File: config.mk
export PLATFORM = sky130hd
export DESIGN_NAME = logic_unit_arbiter
export DESIGN_NICKNAME = d
export VERILOG_FILES = /design/src/rtl/logic_unit_pkg.sv /design/src/rtl/logic_unit.sv /design/src/rtl/logic_unit_arbiter.sv
export SDC_FILE = /design/constraint.sdc
export NUM_CORES = 1
export LEC_CHECK = 0
export CAP_MARGIN = 0
export CORE_MARGIN = 4
export CORE_UTILIZATION = 34
export CTS_BUF_LIST = sky130_fd_sc_hd__clkbuf_4
export CTS_CLUSTER_SIZE = 8
export DETAILED_ROUTE_END_ITERATION = 8
export HOLD_SLACK_MARGIN = 0.05
export PLACE_DENSITY = 0.67
export SYNTH_ARGS = -nofsm -noshare
export SYNTH_HDL_FRONTEND = slang
export SYNTH_SLANG_ARGS = --single-unit
File: constraint.sdc
create_clock -name clk -period 6.12 [get_ports clk]
set_input_delay 1.836 -clock clk [delete_from_list [all_inputs] [get_ports clk]]
set_output_delay 1.836 -clock clk [all_outputs]
set_load 0.005 [all_outputs]
File: src/rtl/logic_unit_pkg.sv
// Shared definitions for the bitwise logic unit and its requester arbiter.
//   - OP_* : opcode encodings understood by logic_unit (5..7 are illegal)
//   - arb_state_e : arbiter FSM state encoding
package logic_unit_pkg;

  localparam logic [2:0] OP_NAND = 3'd0;
  localparam logic [2:0] OP_NOT  = 3'd1;
  localparam logic [2:0] OP_AND  = 3'd2;
  localparam logic [2:0] OP_OR   = 3'd3;
  localparam logic [2:0] OP_XOR  = 3'd4;

  typedef enum logic [1:0] {
    IDLE = 2'd0,
    EXEC = 2'd1,
    RESP = 2'd2
  } arb_state_e;

endpackage

File: src/rtl/logic_unit.sv
// Combinational WIDTH-bit bitwise logic unit.
// Ports:
//   op  : opcode (see logic_unit_pkg OP_*)
//   a,b : operands (b ignored for NOT)
//   y   : result, zero for an illegal opcode
//   err : high for an illegal opcode (5..7)
module logic_unit
  import logic_unit_pkg::*;
#(
  parameter int unsigned WIDTH = 16
) (
  input  logic [2:0]       op,
  input  logic [WIDTH-1:0] a,
  input  logic [WIDTH-1:0] b,
  output logic [WIDTH-1:0] y,
  output logic             err
);

  always_comb begin
    y   = '0;
    err = 1'b0;
    case (op)
      OP_NAND: y = ~(a & b);
      OP_NOT:  y = ~a;
      OP_AND:  y = a & b;
      OP_OR:   y = a | b;
      OP_XOR:  y = a ^ b;
      default: err = 1'b1;
    endcase
  end

endmodule

File: src/rtl/logic_unit_arbiter.sv
// Round-robin arbiter sharing one logic_unit between NREQ requesters.
// One operation at a time: IDLE (grant) -> EXEC (evaluate) -> RESP (hold until consumed).
// Ports:
//   clk, rst_n            : clock, asynchronous active-low reset
//   req_valid/req_ready   : per-requester handshake; req_ready is a one-hot accept pulse
//   req_op/req_a/req_b    : packed per-requester opcode and operands
//   rsp_valid/rsp_ready   : response handshake
//   rsp_id/rsp_data/rsp_err : registered response, tagged with requester index
// Optional: define LOGIC_ARB_STATS_EN to add ops_done, a saturating count of
// completed response handshakes.
module logic_unit_arbiter
  import logic_unit_pkg::*;
#(
  parameter int unsigned NREQ  = 4,
  parameter int unsigned WIDTH = 16,
  parameter int unsigned IDW   = 2
) (
  input  logic                  clk,
  input  logic                  rst_n,
  input  logic [NREQ-1:0]       req_valid,
  output logic [NREQ-1:0]       req_ready,
  input  logic [3*NREQ-1:0]     req_op,
  input  logic [WIDTH*NREQ-1:0] req_a,
  input  logic [WIDTH*NREQ-1:0] req_b,
  output logic                  rsp_valid,
  input  logic                  rsp_ready,
  output logic [IDW-1:0]        rsp_id,
  output logic [WIDTH-1:0]      rsp_data,
  output logic                  rsp_err
`ifdef LOGIC_ARB_STATS_EN
  ,
  output logic [15:0]           ops_done
`endif
);

  arb_state_e       state_q, state_d;
  logic [IDW-1:0]   rr_ptr_q, rr_ptr_d;
  logic [IDW-1:0]   sel_q, sel_d;
  logic [2:0]       op_q, op_d;
  logic [WIDTH-1:0] a_q, a_d, b_q, b_d;
  logic             rsp_valid_q, rsp_valid_d;
  logic [IDW-1:0]   rsp_id_q, rsp_id_d;
  logic [WIDTH-1:0] rsp_data_q, rsp_data_d;
  logic             rsp_err_q, rsp_err_d;

  logic [2:0]       op_arr [NREQ];
  logic [WIDTH-1:0] a_arr  [NREQ];
  logic [WIDTH-1:0] b_arr  [NREQ];

  logic [IDW-1:0]   grant_idx, cand;
  logic             grant_found;
  logic [WIDTH-1:0] lu_y;
  logic             lu_err;

  always_comb begin
    for (int unsigned i = 0; i < NREQ; i++) begin
      op_arr[i] = req_op[3*i +: 3];
      a_arr[i]  = req_a[WIDTH*i +: WIDTH];
      b_arr[i]  = req_b[WIDTH*i +: WIDTH];
    end
  end

  // First valid requester at or above rr_ptr, wrapping NREQ-1 -> 0.
  always_comb begin
    grant_idx   = '0;
    grant_found = 1'b0;
    cand        = rr_ptr_q;
    for (int unsigned i = 0; i < NREQ; i++) begin
      if (!grant_found && req_valid[cand]) begin
        grant_found = 1'b1;
        grant_idx   = cand;
      end
      cand = (cand == IDW'(NREQ - 1)) ? '0 : cand + 1'b1;
    end
  end

  // Gated by rst_n so no accept pulse is seen while reset is held.
  always_comb begin
    req_ready = '0;
    if (rst_n && state_q == IDLE && grant_found) begin
      req_ready[grant_idx] = 1'b1;
    end
  end

  logic_unit #(
    .WIDTH (WIDTH)
  ) u_logic_unit (
    .op  (op_q),
    .a   (a_q),
    .b   (b_q),
    .y   (lu_y),
    .err (lu_err)
  );

  always_comb begin
    state_d     = state_q;
    rr_ptr_d    = rr_ptr_q;
    sel_d       = sel_q;
    op_d        = op_q;
    a_d         = a_q;
    b_d         = b_q;
    rsp_valid_d = rsp_valid_q;
    rsp_id_d    = rsp_id_q;
    rsp_data_d  = rsp_data_q;
    rsp_err_d   = rsp_err_q;
    unique case (state_q)
      IDLE: begin
        if (grant_found) begin
          sel_d   = grant_idx;
          op_d    = op_arr[grant_idx];
          a_d     = a_arr[grant_idx];
          b_d     = b_arr[grant_idx];
          state_d = EXEC;
        end
      end
      EXEC: begin
        rsp_data_d  = lu_y;
        rsp_err_d   = lu_err;
        rsp_id_d    = sel_q;
        rsp_valid_d = 1'b1;
        state_d     = RESP;
      end
      RESP: begin
        if (rsp_ready) begin
          rsp_valid_d = 1'b0;
          // Just-served requester drops to lowest priority.
          rr_ptr_d    = (sel_q == IDW'(NREQ - 1)) ? '0 : sel_q + 1'b1;
          state_d     = IDLE;
        end
      end
      default: state_d = IDLE;
    endcase
  end

  always_ff @(posedge clk or negedge rst_n) begin
    if (!rst_n) begin
      state_q     <= IDLE;
      rr_ptr_q    <= '0;
      sel_q       <= '0;
      op_q        <= '0;
      a_q         <= '0;
      b_q         <= '0;
      rsp_valid_q <= 1'b0;
      rsp_id_q    <= '0;
      rsp_data_q  <= '0;
      rsp_err_q   <= 1'b0;
    end else begin
      state_q     <= state_d;
      rr_ptr_q    <= rr_ptr_d;
      sel_q       <= sel_d;
      op_q        <= op_d;
      a_q         <= a_d;
      b_q         <= b_d;
      rsp_valid_q <= rsp_valid_d;
      rsp_id_q    <= rsp_id_d;
      rsp_data_q  <= rsp_data_d;
      rsp_err_q   <= rsp_err_d;
    end
  end

  assign rsp_valid = rsp_valid_q;
  assign rsp_id    = rsp_id_q;
  assign rsp_data  = rsp_data_q;
  assign rsp_err   = rsp_err_q;

`ifdef LOGIC_ARB_STATS_EN
  logic [15:0] ops_done_q;

  always_ff @(posedge clk or negedge rst_n) begin
    if (!rst_n) begin
      ops_done_q <= '0;
    end else if (rsp_valid_q && rsp_ready && ops_done_q != 16'hFFFF) begin
      ops_done_q <= ops_done_q + 16'd1;
    end
  end

  assign ops_done = ops_done_q;
`endif

endmodule

; Word-level counts from Yosys, hierarchy flattened
; Cells that the tools add are included.
[op_classes]
n_addsub = 4
multipliers = 0
div_mod_pow = 0
magnitude_cmp = 7
eq_ne = 12
n_shift = 0
muxes = 39
bitwise_logic = 6
reduce_logical = 17
[op_table]
columns = op, n
row1 = $pmux W16 S5, 1
row2 = $bmux W16 S2, 2
row3 = $mux W16, 4
row4 = $not A16 Y16, 2
row5 = $mux W2, 10
row6 = $and A16 B16 Y16, 1
row7 = $or A16 B16 Y16, 1
row8 = $xor A16 B16 Y16, 1
row9 = $lt A2 B3 Y1 const B, 5
row10 = $mux W1, 11
row11 = $eq A2 B2 Y1 const B, 5
row12 = $add A2 B1 Y2 const B, 4
row13 = $bmux W1 S2, 4
row14 = $reduce_and A2 Y1, 4
row15 = $bmux W3 S2, 1
row16 = $eq A3 B2 Y1 const B, 2
row17 = $logic_and A1 B1 Y1, 6
row18 = $mux W3, 2
row19 = $pmux W2 S3, 1
row20 = $reduce_or A5 Y1, 1
row21 = $mux W4, 1
row22 = $ne A2 B2 Y1 const B, 2
row23 = $eq A3 B1 Y1 const B, 1
row24 = $eq A3 B3 Y1 const B, 1
row25 = other kinds (10), 12
[totals]
reg_bits = 61
latchBits = 0
mem_bits_rw = 0
romBits = 0
input_bits = 147
out_inout_bits = 24
wordCells = 95
memories = 0

; Longest topological paths before layout
[logic_depth]
word_depth = 17
mapped_depth = 10
depth_no_buf = 7

; Modules after synthesis
; A second synthesis with hierarchy kept.
[unflattened]
cells_unflattened = 480
hier_area_um2 = 4918.5
[by_module_without_submodules]
columns = module, n_inst, cells_per_inst, area_each_um2, seq_area_each_um2
row1 = logic_unit_arbiter, 1, 302, 3614.7, 1526.5
row2 = logic_unit, 1, 178, 1303.8, 0.0

; Least setup slack after synthesis
; Ideal clock, no wire load.
[synth_path]
path_type = in2out
from = in req_valid[1]
to = out req_ready[1]
t_arrival_ns = 3.305
required_time_ns = 4.284
setup_slack_ns = 0.979
stages = 6
path_cell_list = or3b_2 a2111o_1 o211a_1 buf_6 buf_6 nor3_1
[synth_via]
elab_chain_len = 17
word_cells_on_any_way = 29
classes_between = 2 x order compare / 19 x mux / 8 x reduce/logical
[synth_rtl]
columns = item, line_no
row1 = start: declaration, logic_unit_arbiter.sv:20  ; input logic [NREQ-1:0] req_valid,
row2 = $bmux W1 S2, logic_unit_arbiter.sv:69  ; if (!grant_found && req_valid[cand]) begin
row3 = $mux W1 (not written as such), logic_unit_arbiter.sv:69
row4 = $mux W1, logic_unit_arbiter.sv:69
row5 = $logic_not A1 Y1, logic_unit_arbiter.sv:69
row6 = $logic_and A1 B1 Y1, logic_unit_arbiter.sv:69
row7 = $mux W1, logic_unit_arbiter.sv:69
row8 = $logic_not A1 Y1, logic_unit_arbiter.sv:69
row9 = $logic_and A1 B1 Y1, logic_unit_arbiter.sv:69
row10 = $mux W1, logic_unit_arbiter.sv:69
row11 = $logic_not A1 Y1, logic_unit_arbiter.sv:69
row12 = $logic_and A1 B1 Y1, logic_unit_arbiter.sv:69
row13 = $mux W2, logic_unit_arbiter.sv:69
row14 = $lt A2 B3 Y1 (not written as such) / $ge A2 B1 Y1 (equally long branches), logic_unit_arbiter.sv:81  ; req_ready[grant_idx] = 1'b1;
row15 = $logic_and A1 B1 Y1 (not written as such), logic_unit_arbiter.sv:81
row16 = $mux W1 (not written as such), logic_unit_arbiter.sv:81
row17 = $demux W1 S2, logic_unit_arbiter.sv:81
row18 = $mux W4 *, logic_unit_arbiter.sv:80  ; if (rst_n && state_q == IDLE && grant_found) begin
row19 = end: declaration, logic_unit_arbiter.sv:21  ; output logic [NREQ-1:0] req_ready,
; Mark *: on every way between the ends. The rest lies on a longest branch, timed or not. The select of a mux whose other input is x is not followed.

; Worst setup path after layout
[layout_path]
from = in req_valid[3]
to = out req_ready[1]
; The elaborated chain is that of the path after synthesis.

==> impl_metrics.tcl <==
set metrics [dict create \
    status "completed" \
    cts_resized 0 \
    slowest_delay_ps 530 \
    synth-async-reset-ratio_pct 100 \
    syn-mean-instance-area_sq_um 8.59 \
    fin_skew_ps 10.3 \
    wl_met1_microns 6320 \
    clkSlewWorstSetupHoldPaths_ps 110 \
    synth_compound_area_share_pct 24.4 \
    wl_met3_microns 992 \
    drv_cap 0 \
    yosys_warnings 0 \
    via_count 4630 \
    hold_viol_final 0 \
    power.leakage_nw 2.82 \
    insertion_delay_ps 420 \
    antenna_left 0 \
    cts_made_buffers 9 \
    die_w_microns 126 \
    finalPower_mw 3.63 \
    grt_overflow 0 \
    dpl.hpwl_microns 11200 \
    rsz0062_at_grt "no" \
    synthMuxAreaShare_pct 9.59 \
    dieArea_sq_mm 0.0158 \
    synthSimpleGateAreaFrac_pct 16.8 \
    layout-drive-gt1-share_pct 10.5 \
    post-route-period-util_pct 97.3 \
    internal_power_mw 1.89 \
    power_density_mw_per_mm2 543 \
    synth_seq_cells 61 \
    coreArea_sq_mm 0.0134 \
    period_needed_ps 5950 \
    drt_wl_total_microns 14500 \
    worst-r2r-cell-count 8 \
    cpMostUsedCell "clkdlybuf4s50_1" \
    post_cts_buffers 0 \
    fill_cells 1284 \
    crit_chain "clkdlybuf4s50_1 -> or3b_2 -> a2111o_1 -> o211a_1 -> nor3_1 -> clkdlybuf4s50_1" \
    synthAdderAreaFrac_pct 9.00 \
    grt_max_degree 76 \
    drt_iter0_drc 343 \
    synth_top_family_by_area "compound AO/OA/AOI/OAI gates" \
    sw_frac_of_total_pct 47.9 \
    reg2reg_slack_ps 2380 \
    numPortBuffers 170 \
    start_util_pct 35.3 \
    viasPerCell 5.25 \
    firstDrtPassIters 5 \
    worst_slew_pin_slew_ps 992 \
    cts-root-buf "clkbuf_4" \
    htreeDepth 3 \
    ys.flop_type "dfrtp_1" \
    relSlewSlack_pct 33.7 \
    setup_viol_count_final 0 \
    comb_power_share_pct 67.0 \
    die-height_microns 126 \
    path_class "input port to primary output" \
    holdBufCountCts 0 \
    synth_edf_count 0 \
    synth_nets 731 \
    syn_area_sq_mm 0.00472 \
    top_layer_used "met4" \
    crit_fanout 4 \
    cts_num_sinks 61 \
    seqPwrFrac_pct 23.9 \
    crit_arrival_ps 4120 \
    io_pins 171 \
    cts_tree "yes" \
    antenna_found_initial 1 \
    clk_path_buf_depth 2 \
    drc 0 \
    synth_xor_area_share_pct 0.185 \
    p_clk_share_pct 9.0 \
    critPathLaunchType "input port" \
    vdd_drop_max_uv 433 \
    wire_per_inst_microns 16.4 \
    place_congestion 0.841 \
    synthCells 550 \
    setup_tns_ps 0 \
    cp-end-kind "primary output" \
    critPathRequiredTime_ps 4280 \
    syn2layout_area_growth_pct 41.7 \
    p_switching_mw 1.74 \
    min_path_type "flop to flop" \
    grt_pass1_vias 4878 \
    seq_area_frac_synth_pct 32.3 \
    layout.nets 881 \
    grt_pass1_wl_microns 23900 \
    rows 42 \
    max_freq_ghz 0.168 \
    slew_violations 0 \
    final_common_cell "clkdlybuf4s50_1" \
    most-common-layout-cells "clkdlybuf4s50_1 (169), dfrtp_1 (60), nand2_1 (58)" \
    hold_depth 1 \
    ys_types 51 \
    cp_slowest_cell "clkdlybuf4s50_1" \
    dr_wl_met2_microns 6850 \
    grtUsageTotal_pct 18.3 \
]
## worst max-delay path: cells and delay by family
| kind | cells | cell delay, ps |
|---|---|---|
| buf+inv | 2 | 1020 |
| compound gates | 2 | 660 |
| simple gates | 2 | 610 |
## power by group through the flow
stage / Sequential (mW) / Combinational, mW / Clock (mW)
2_1_floorplan: 0.751 / 1.88 / 0
3_3_place_gp: 0.871 / 2.36 / 0
3_5_place_dp: 0.882 / 2.44 / 0
4_1_cts: 0.871 / 2.45 / 0.337
5_1_grt: 0.909 / 2.75 / 0.358
6_report: 0.870 / 2.44 / 0.328
## cell families after synthesis
family | after synthesis
buffers and inverters | 80
flip-flops | 61
adder cells (fa/ha/maj) | 34
multiplexers | 34
AND/OR/NAND/NOR | 176
AO/OA/AOI/OAI | 164
XOR/XNOR | 1
## registers in the layout (all words and copies together), names as in the netlist
name / cells
op_q: 3
state_q: 2
sel_q: 2
a_q: 16
rsp_valid: 1
rsp_data: 16
rsp_id: 2
rsp_err: 1
rr_ptr_q: 2
b_q: 16
## cells in the mapped netlist (2+ instances only)
cell | instances | share of area [%]
a22oi_2 | 2 | 0.53
a31oi_1 | 22 | 2.9
a22o_1 | 15 | 2.8
nor2b_1 | 21 | 2.8
nand2_1 | 58 | 4.6
nand3b_1 | 3 | 0.48
mux2i_1 | 4 | 0.85
mux2_4 | 17 | 5.4
clkbuf_1 | 31 | 2.5
nand3_1 | 14 | 1.5
nand2b_1 | 3 | 0.40
o22ai_1 | 16 | 2.1
o31ai_1 | 2 | 0.32
a22oi_1 | 33 | 5.2
inv_1 | 36 | 2.9
buf_2 | 4 | 0.42
buf_6 | 6 | 1.4
mux2_2 | 12 | 2.9
buf_1 | 2 | 0.16
o21ai_0 | 20 | 2.1
a41oi_1 | 11 | 2.0
ha_1 | 34 | 9.0
a21oi_1 | 28 | 3.0
nor3_1 | 15 | 1.6
a41oi_2 | 2 | 0.69
dfrtp_1 | 61 | 32
nor2_1 | 54 | 4.3
## path summary, 6_finish.rpt
kind                                   start           end
min in group asynchronous              rst_n       b_q[12]
max in group asynchronous              rst_n       op_q[1]
worst max register to register   rr_ptr_q[1]       b_q[10]
worst min register to register     rsp_id[1]     rsp_id[1]
worst max-delay path            req_valid[3]  req_ready[1]
worst min-delay path               rsp_id[1]     rsp_id[1]
## stage by stage
step / utilization (%) / area [sq um] / setup WS (ps) / hold WS (ps) / cells
after global routing: 50.0 / 6700 / 22.1 / 542 / 882
after CTS: 49.9 / 6690 / 145 / 523 / 881
after floorplan: - / 4720 / 979 / 473 / 550
after global placement: 48.7 / 6530 / 154 / 471 / 865
after detailed placement: 48.7 / 6530 / 140 / 497 / 865
final: 50.0 / 6700 / 165 / 521 / 882
## cell type report
class | count | area (sq um) | area share [%]
well taps | 176 | 220 | 3.29
inverters | 36 | 135 | 2.02
clock buffers | 9 | 67.6 | 1.01
repair buffers | 183 | 1790 | 26.8
multi-input cells | 409 | 2850 | 42.5
diodes | 1 | 2.50 | 0.0374
flip-flops and latches | 61 | 1530 | 22.8
clock inverters | 7 | 100 | 1.50
## metal layers
| layer | up-vias | global-route usage [%] |
|---|---|---|
| li1 | 2283 | - |
| met1 | 2140 | 23.7 |
| met2 | 181 | 30.3 |
| met3 | 26 | 4.32 |
| met4 | 0 | 5.93 |
| met5 | - | 0 |
Note: power is estimated with default switching activity, not from simulation.
